$ cat config.mk
export PLATFORM = sky130hd
export DESIGN_NAME = alien_hit_detector
export DESIGN_NICKNAME = d
export VERILOG_FILES = /design/src/rtl/alien_hit_detector.sv
export SDC_FILE = /design/constraint.sdc
export NUM_CORES = 1
export LEC_CHECK = 0
export BUFFER_PORTS_ARGS = -buffer_cell sky130_fd_sc_hd__clkbuf_2
export CELL_PAD_IN_SITES_DETAIL_PLACEMENT = 1
export CELL_PAD_IN_SITES_GLOBAL_PLACEMENT = 2
export CORE_MARGIN = 1
export CORE_UTILIZATION = 30
export DETAILED_ROUTE_END_ITERATION = 7
export GPL_ROUTABILITY_DRIVEN = 0
export GPL_TIMING_DRIVEN = 0
export PLACE_DENSITY = 0.91
export SLEW_MARGIN = 10
export SYNTH_ARGS = -nofsm -noshare
export SYNTH_HDL_FRONTEND = slang
export SYNTH_SLANG_ARGS = --single-unit
$ cat constraint.sdc
create_clock -name clk -period 5.35 [get_ports clk]
set_input_delay 1.07 -clock clk [delete_from_list [all_inputs] [get_ports clk]]
set_output_delay 1.07 -clock clk [all_outputs]
set_load 0.01 [all_outputs]
$ cat src/rtl/alien_hit_detector.sv
// Laser/alien collision detector: latches the first qualified overlap per frame, commits at vblank start.
// Outputs registered, visible one cycle after (0,V_ACTIVE) is sampled; no backpressure, kill is a 1-clk pulse.
module alien_hit_detector #(
   parameter int NUM_ROWS        = 3,
   parameter int NUM_COLUMNS     = 5,
   parameter int ALIEN_SPACING_X = 64,
   parameter int ALIEN_SPACING_Y = 32,
   parameter int START_X         = 100,
   parameter int START_Y         = 50,
   parameter int V_ACTIVE        = 480
) (
   input  logic                                  clk,
   input  logic                                  reset,
   input  logic [9:0]                            hpos,
   input  logic [9:0]                            vpos,
   input  logic                                  display_on,
   input  logic                                  laser_gfx,
   input  logic                                  alien_pixel,
   input  logic [NUM_ROWS-1:0][NUM_COLUMNS-1:0]  alive_matrix,
   output logic                                  hit_alien,
   output logic                                  kill_valid,
   output logic [$clog2(NUM_ROWS)-1:0]           kill_row,
   output logic [$clog2(NUM_COLUMNS)-1:0]        kill_col,
   output logic [15:0]                           score_bcd
);
   localparam int RW  = $clog2(NUM_ROWS);
   localparam int CW  = $clog2(NUM_COLUMNS);
   localparam int SHX = $clog2(ALIEN_SPACING_X);
   localparam int SHY = $clog2(ALIEN_SPACING_Y);

   typedef enum logic [1:0] {S_SCAN, S_LATCHED, S_BLANK_HIT, S_BLANK} state_t;

   state_t            r_state, w_state_nxt;
   logic [RW-1:0]     r_pend_row, w_pend_row_nxt;
   logic [CW-1:0]     r_pend_col, w_pend_col_nxt;
   logic              r_kill_valid, w_kill_valid_nxt;
   logic [RW-1:0]     r_kill_row, w_kill_row_nxt;
   logic [CW-1:0]     r_kill_col, w_kill_col_nxt;
   logic              r_hit_alien, w_hit_alien_nxt;
   logic [15:0]       r_score, w_score_nxt;

   logic signed [10:0] w_dx, w_dy;
   logic [9:0]         w_col_full, w_row_full;
   logic [RW-1:0]      w_row;
   logic [CW-1:0]      w_col;
   logic               w_in_grid, w_alive, w_collide, w_commit, w_top;

   // Signed differences: a pixel left of / above the grid origin has bit 10 set and is rejected.
   assign w_dx       = $signed({1'b0, hpos}) - $signed(11'(START_X));
   assign w_dy       = $signed({1'b0, vpos}) - $signed(11'(START_Y));
   assign w_col_full = w_dx[9:0] >> SHX;
   assign w_row_full = w_dy[9:0] >> SHY;
   assign w_col      = w_col_full[CW-1:0];
   assign w_row      = w_row_full[RW-1:0];
   assign w_in_grid  = !w_dx[10] && !w_dy[10] &&
                       (w_col_full < 10'(NUM_COLUMNS)) && (w_row_full < 10'(NUM_ROWS));
   assign w_alive    = w_in_grid && alive_matrix[w_row][w_col];
   assign w_collide  = display_on && laser_gfx && alien_pixel && w_alive;
   assign w_commit   = (hpos == 10'd0) && (vpos == 10'(V_ACTIVE));
   assign w_top      = (hpos == 10'd0) && (vpos == 10'd0);

   function automatic logic [15:0] row_points(input logic [RW-1:0] row);
      if (row == RW'(0))      return 16'h0030;
      else if (row == RW'(1)) return 16'h0020;
      else                    return 16'h0010;
   endfunction

   // Digit-serial BCD add; a carry out of the top digit means the sum passed 9999.
   function automatic logic [15:0] bcd_add_sat(input logic [15:0] a, input logic [15:0] b);
      logic [15:0] s;
      logic [4:0]  d;
      logic        c;
      s = 16'h0000;
      c = 1'b0;
      for (int i = 0; i < 4; i++) begin
         d = {1'b0, a[i*4 +: 4]} + {1'b0, b[i*4 +: 4]} + {4'b0000, c};
         if (d > 5'd9) begin
            d = d + 5'd6;
            c = 1'b1;
         end else begin
            c = 1'b0;
         end
         s[i*4 +: 4] = d[3:0];
      end
      return c ? 16'h9999 : s;
   endfunction

   always_comb begin
      w_state_nxt      = r_state;
      w_pend_row_nxt   = r_pend_row;
      w_pend_col_nxt   = r_pend_col;
      w_kill_valid_nxt = 1'b0;
      w_kill_row_nxt   = r_kill_row;
      w_kill_col_nxt   = r_kill_col;
      w_hit_alien_nxt  = r_hit_alien;
      w_score_nxt      = r_score;
      case (r_state)
         S_SCAN: begin
            if (w_collide) begin
               w_pend_row_nxt = w_row;
               w_pend_col_nxt = w_col;
               w_state_nxt    = S_LATCHED;
            end else if (w_commit) begin
               w_state_nxt = S_BLANK;
            end
         end
         S_LATCHED: begin
            if (w_commit) begin
               w_kill_valid_nxt = 1'b1;
               w_kill_row_nxt   = r_pend_row;
               w_kill_col_nxt   = r_pend_col;
               w_hit_alien_nxt  = 1'b1;
               w_score_nxt      = bcd_add_sat(r_score, row_points(r_pend_row));
               w_state_nxt      = S_BLANK_HIT;
            end
         end
         S_BLANK_HIT: begin
            if (w_top) begin
               w_hit_alien_nxt = 1'b0;
               w_state_nxt     = S_SCAN;
            end
         end
         S_BLANK: begin
            if (w_top) w_state_nxt = S_SCAN;
         end
         default: w_state_nxt = S_SCAN;
      endcase
   end

   always_ff @(posedge clk) begin
      if (reset) begin
         r_state      <= S_SCAN;
         r_pend_row   <= '0;
         r_pend_col   <= '0;
         r_kill_valid <= 1'b0;
         r_kill_row   <= '0;
         r_kill_col   <= '0;
         r_hit_alien  <= 1'b0;
         r_score      <= 16'h0000;
      end else begin
         r_state      <= w_state_nxt;
         r_pend_row   <= w_pend_row_nxt;
         r_pend_col   <= w_pend_col_nxt;
         r_kill_valid <= w_kill_valid_nxt;
         r_kill_row   <= w_kill_row_nxt;
         r_kill_col   <= w_kill_col_nxt;
         r_hit_alien  <= w_hit_alien_nxt;
         r_score      <= w_score_nxt;
      end
   end

   assign hit_alien  = r_hit_alien;
   assign kill_valid = r_kill_valid;
   assign kill_row   = r_kill_row;
   assign kill_col   = r_kill_col;
   assign score_bcd  = r_score;

endmodule

==> flow_metrics.py <==
metrics = {
    "layout": {
        "syn_to_final_growth_pct": 27.45,
        "instances_no_fill": 451,
        "antennaDiodeCount": 0,
        "layout-drive-gt1-share_pct": 30.11,
        "multiInputGateArea_um2": 1551,
        "utilization_pct": 39.46,
        "seqCellArea_um2": 600.6,
        "fill_cells": 931,
        "nets": 403,
    },
    "drt": {
        "finalWirelength_um": 6204,
        "first_iter_violations": 43,
        "via_per_inst": 5.100,
        "drt_first_pass_iters": 4,
        "drtAntennaViolNets": 0,
        "drc_errors": 0,
        "wl_per_cell_um": 13.76,
        "vias": 2300,
    },
    "synth": {
        "async_flop_share_pct": 0,
        "synth_edf_count": 0,
        "ys_warn_count": 0,
        "synth-seq-cells": 30,
        "syn-instance-count": 278,
        "synthFlopType": "dfxtp_1",
        "syn_avg_cell_area_um2": 8.034,
        "synth-seq-area-share_pct": 26.89,
        "netlist-cell-type-count": 56,
        "syn_area_um2": 2233,
        "syn_nets": 330,
    },
    "cts": {
        "cts.sinks": 30,
        "cts_made_buffers": 5,
        "cts_tree": "built",
        "cts_buffer_depth": 2,
        "clk_latency_ps": 280,
        "clk_pin_slew_worst_paths_ps": 70,
        "htree_levels": 2,
        "ctsHoldBuffers": 0,
        "clockRootBuffer": "clkbuf_8",
    },
    "critical_path": {
        "cp-endpoint": "score_bcd[3]$_SDFFE_PP0P_",
        "startpoint_type": "register",
        "r2r-start": "score_bcd[2]$_SDFFE_PP0P_",
        "cpMostUsedCell": "ha_1",
        "cpPeakStageDelay_ps": 490,
        "required_ps": 5560,
        "cp_slowest_cell": "fa_2",
        "cp-end-kind": "register",
        "startpoint": "score_bcd[2]$_SDFFE_PP0P_",
        "path_class": "register to register",
        "worstPathMaxFanout": 9,
        "r2r_end": "score_bcd[3]$_SDFFE_PP0P_",
        "reg2reg_depth": 25,
        "critPathArrivalTime_ps": 5190,
        "regToRegSetupSlack_ps": 380,
    },
    "sta": {
        "relSlewSlack_pct": 63.90,
        "fin_crit_ps": 4975,
        "skew_ps": 4.620,
        "setup_tns_ps": 0,
        "setup_viol": 0,
        "final_hold_viol_count": 0,
        "whs_ps": 452.7,
        "tightest_slew_ps": 541.5,
        "fmax_ghz": 0.2010,
        "drv_slew": 0,
        "fin_crit_sh_pct": 92.98,
    },
    "run": {
        "drv_cap": 0,
    },
    "power_and_ir_drop": {
        "power_frac_seq_pct": 42.9,
        "switching_share_pct": 24.74,
        "peakVddDrop_mv": 0.08921,
        "p_int_mw": 0.3949,
        "power.density_nw_per_um2": 184.3,
        "pwr-share-clk_pct": 43.1,
        "combPwrFrac_pct": 14.0,
        "power.leakage_nw": 1.123,
        "netSwitchingPower_mw": 0.1298,
    },
    "die": {
        "die-area_um2": 7793,
        "core-area_um2": 7214,
        "fp-row-count": 31,
        "initial_utilization_pct": 30.96,
        "num_io_pins": 63,
        "die_w_um": 88.28,
        "chipHeight_um": 88.28,
    },
    "grt": {
        "grt_pass1_wl_um": 9825,
        "antenna_found_initial": 0,
        "grt.overflow.total": 0,
        "grt.total_usage_pct": 16.12,
        "grt_pass1_vias": 2182,
        "grt_max_degree": 11,
    },
    "placed_design": {
        "dp.cells": 438,
        "dpl.hpwl_um": 4860,
        "io_buffers": 61,
    },
    "status": {
        "outcome": "finished clean",
    },
    "min_path": {
        "worstHoldPathType": "register to register",
    },
}
## worst max-delay path, delay by kind of cell, from the launching register on
| kind | cells | cell delay (ps) |
|---|---|---|
| AOI/OAI and AO/OA | 9 | 1550 |
| xor gates and xnor gates | 1 | 190 |
| adders and majority gates | 7 | 1970 |
| buffers and inverters | 4 | 300 |
| DFF | 1 | 320 |
| and+or+nand+nor | 4 | 580 |
## routing by layer
layer  up-vias  track usage [%]  share of wire, %
met4         0            4.399              0.74
li1       1143                -                 -
met5         -                0                 0
met3         5            2.612               3.9
met2        63            30.21                50
met1      1089            18.87                46
## cells in the final DEF (no fill, tap or decap), types with 3 or more instances in the layout
master / netlist / final
a21o_1: 3 / 3
a21oi_1: 24 / 23
a22oi_1: 3 / 3
and2b_2: 4 / 4
buf_4: 0 / 5
clkbuf_1: 8 / 8
clkbuf_2: 0 / 61
clkbuf_8: 2 / 7
dfxtp_1: 30 / 30
ha_1: 10 / 9
inv_1: 12 / 11
mux2_2: 5 / 5
mux2i_1: 8 / 8
nand2_1: 25 / 25
nand2b_1: 7 / 7
nand3_1: 10 / 10
nand3b_1: 8 / 8
nor2_1: 25 / 25
nor2b_1: 4 / 4
nor3_1: 20 / 20
nor3b_1: 3 / 3
nor4_1: 4 / 4
o21ai_0: 12 / 9
o21ai_1: 0 / 3
xnor2_1: 7 / 6
## repair_timing
action	in CTS	in global routing
resized for setup	3	8
cloned	0	0
endpoints found under the setup margin	10	10
buffers inserted	0	5
pin swaps	0	3
## power by group through the flow
stage	Clock [mW]	Sequential (mW)	Combinational, mW
detailed placement	0	0.230	0.0734
finish	0.226	0.225	0.0733
floorplan	0	0.230	0.0420
CTS	0.233	0.225	0.0741
global placement	0	0.230	0.0719
global route	0.245	0.225	0.0801
## stage by stage
| stage | setup slack (ps) | total power [mW] | area, um2 |
|---|---|---|---|
| 2_1_floorplan | 451.5 | 0.2722 | 2233 |
| 3_3_place_gp | -239.2 | 0.3019 | 2663 |
| 3_5_place_dp | -319.7 | 0.3035 | 2663 |
| 4_1_cts | 66.97 | 0.5318 | 2790 |
| 5_1_grt | -67.52 | 0.5498 | 2846 |
| 6_report | 375.5 | 0.5247 | 2846 |
## worst min path at each step
stage,from,end,slack [ps],cells past startpoint
after global routing,r_pend_col[0]$_SDFFE_PP0P_,kill_col[0]$_SDFFE_PP0P_,490,2
after detailed placement,r_pend_col[0]$_SDFFE_PP0P_,kill_col[0]$_SDFFE_PP0P_,450,2
after floorplan,r_pend_col[0]$_SDFFE_PP0P_,kill_col[0]$_SDFFE_PP0P_,430,2
after global placement,r_pend_col[2]$_SDFFE_PP0P_,kill_col[2]$_SDFFE_PP0P_,440,2
final,r_pend_col[0]$_SDFFE_PP0P_,kill_col[0]$_SDFFE_PP0P_,450,2
after CTS,r_pend_col[0]$_SDFFE_PP0P_,kill_col[0]$_SDFFE_PP0P_,460,2
## logic make-up (layout without fill, tap and decap cells)
family / Yosys count / count (layout) / share of synthesized area [%]
xor gates and xnor gates: 9 / 9 / 4.370
muxes: 13 / 13 / 6.106
and+or+nand+nor: 126 / 126 / 29.92
DFF: 30 / 30 / 26.89
adders and majority gates: 12 / 12 / 7.395
AOI/OAI and AO/OA: 64 / 64 / 20.00
buffers and inverters: 24 / 98 / 5.322
## cells in the mapped netlist, types with 3 or more instances
library cell	n	share of area [%]
mux2_2	5	2.5
a21oi_1	24	5.4
mux2i_1	8	3.6
nand2_1	25	4.2
o21ai_0	12	2.7
nand2b_1	7	2.0
nor3b_1	3	1.0
ha_1	10	5.6
xnor2_1	7	2.7
inv_1	12	2.0
nand3b_1	8	2.7
and2b_2	4	1.6
nand3_1	10	2.2
nor2b_1	4	1.1
a21o_1	3	1.0
clkbuf_1	8	1.3
a22oi_1	3	1.0
dfxtp_1	30	27
nor2_1	25	4.2
nor4_1	4	1.1
nor3_1	20	4.5
## area by class of cell
type                    instances  area share (%)
plain buffers                  12           2.593
clock buffers                   5           2.418
clock inverters                 3           1.407
inverters                      12           1.582
multi-input cells             224           54.51
flip-flops and latches         30           21.10
well taps                      99           4.352
repair buffers                 66           12.04
## sequential cells by signal, summed over array words and instances, names as in the netlist
register    flops
kill_valid      1
hit_alien       1
kill_row        2
r_state         2
kill_col        3
r_pend_row      2
r_pend_col      3
score_bcd      16
Note: power is estimated with default switching activity, not from simulation.
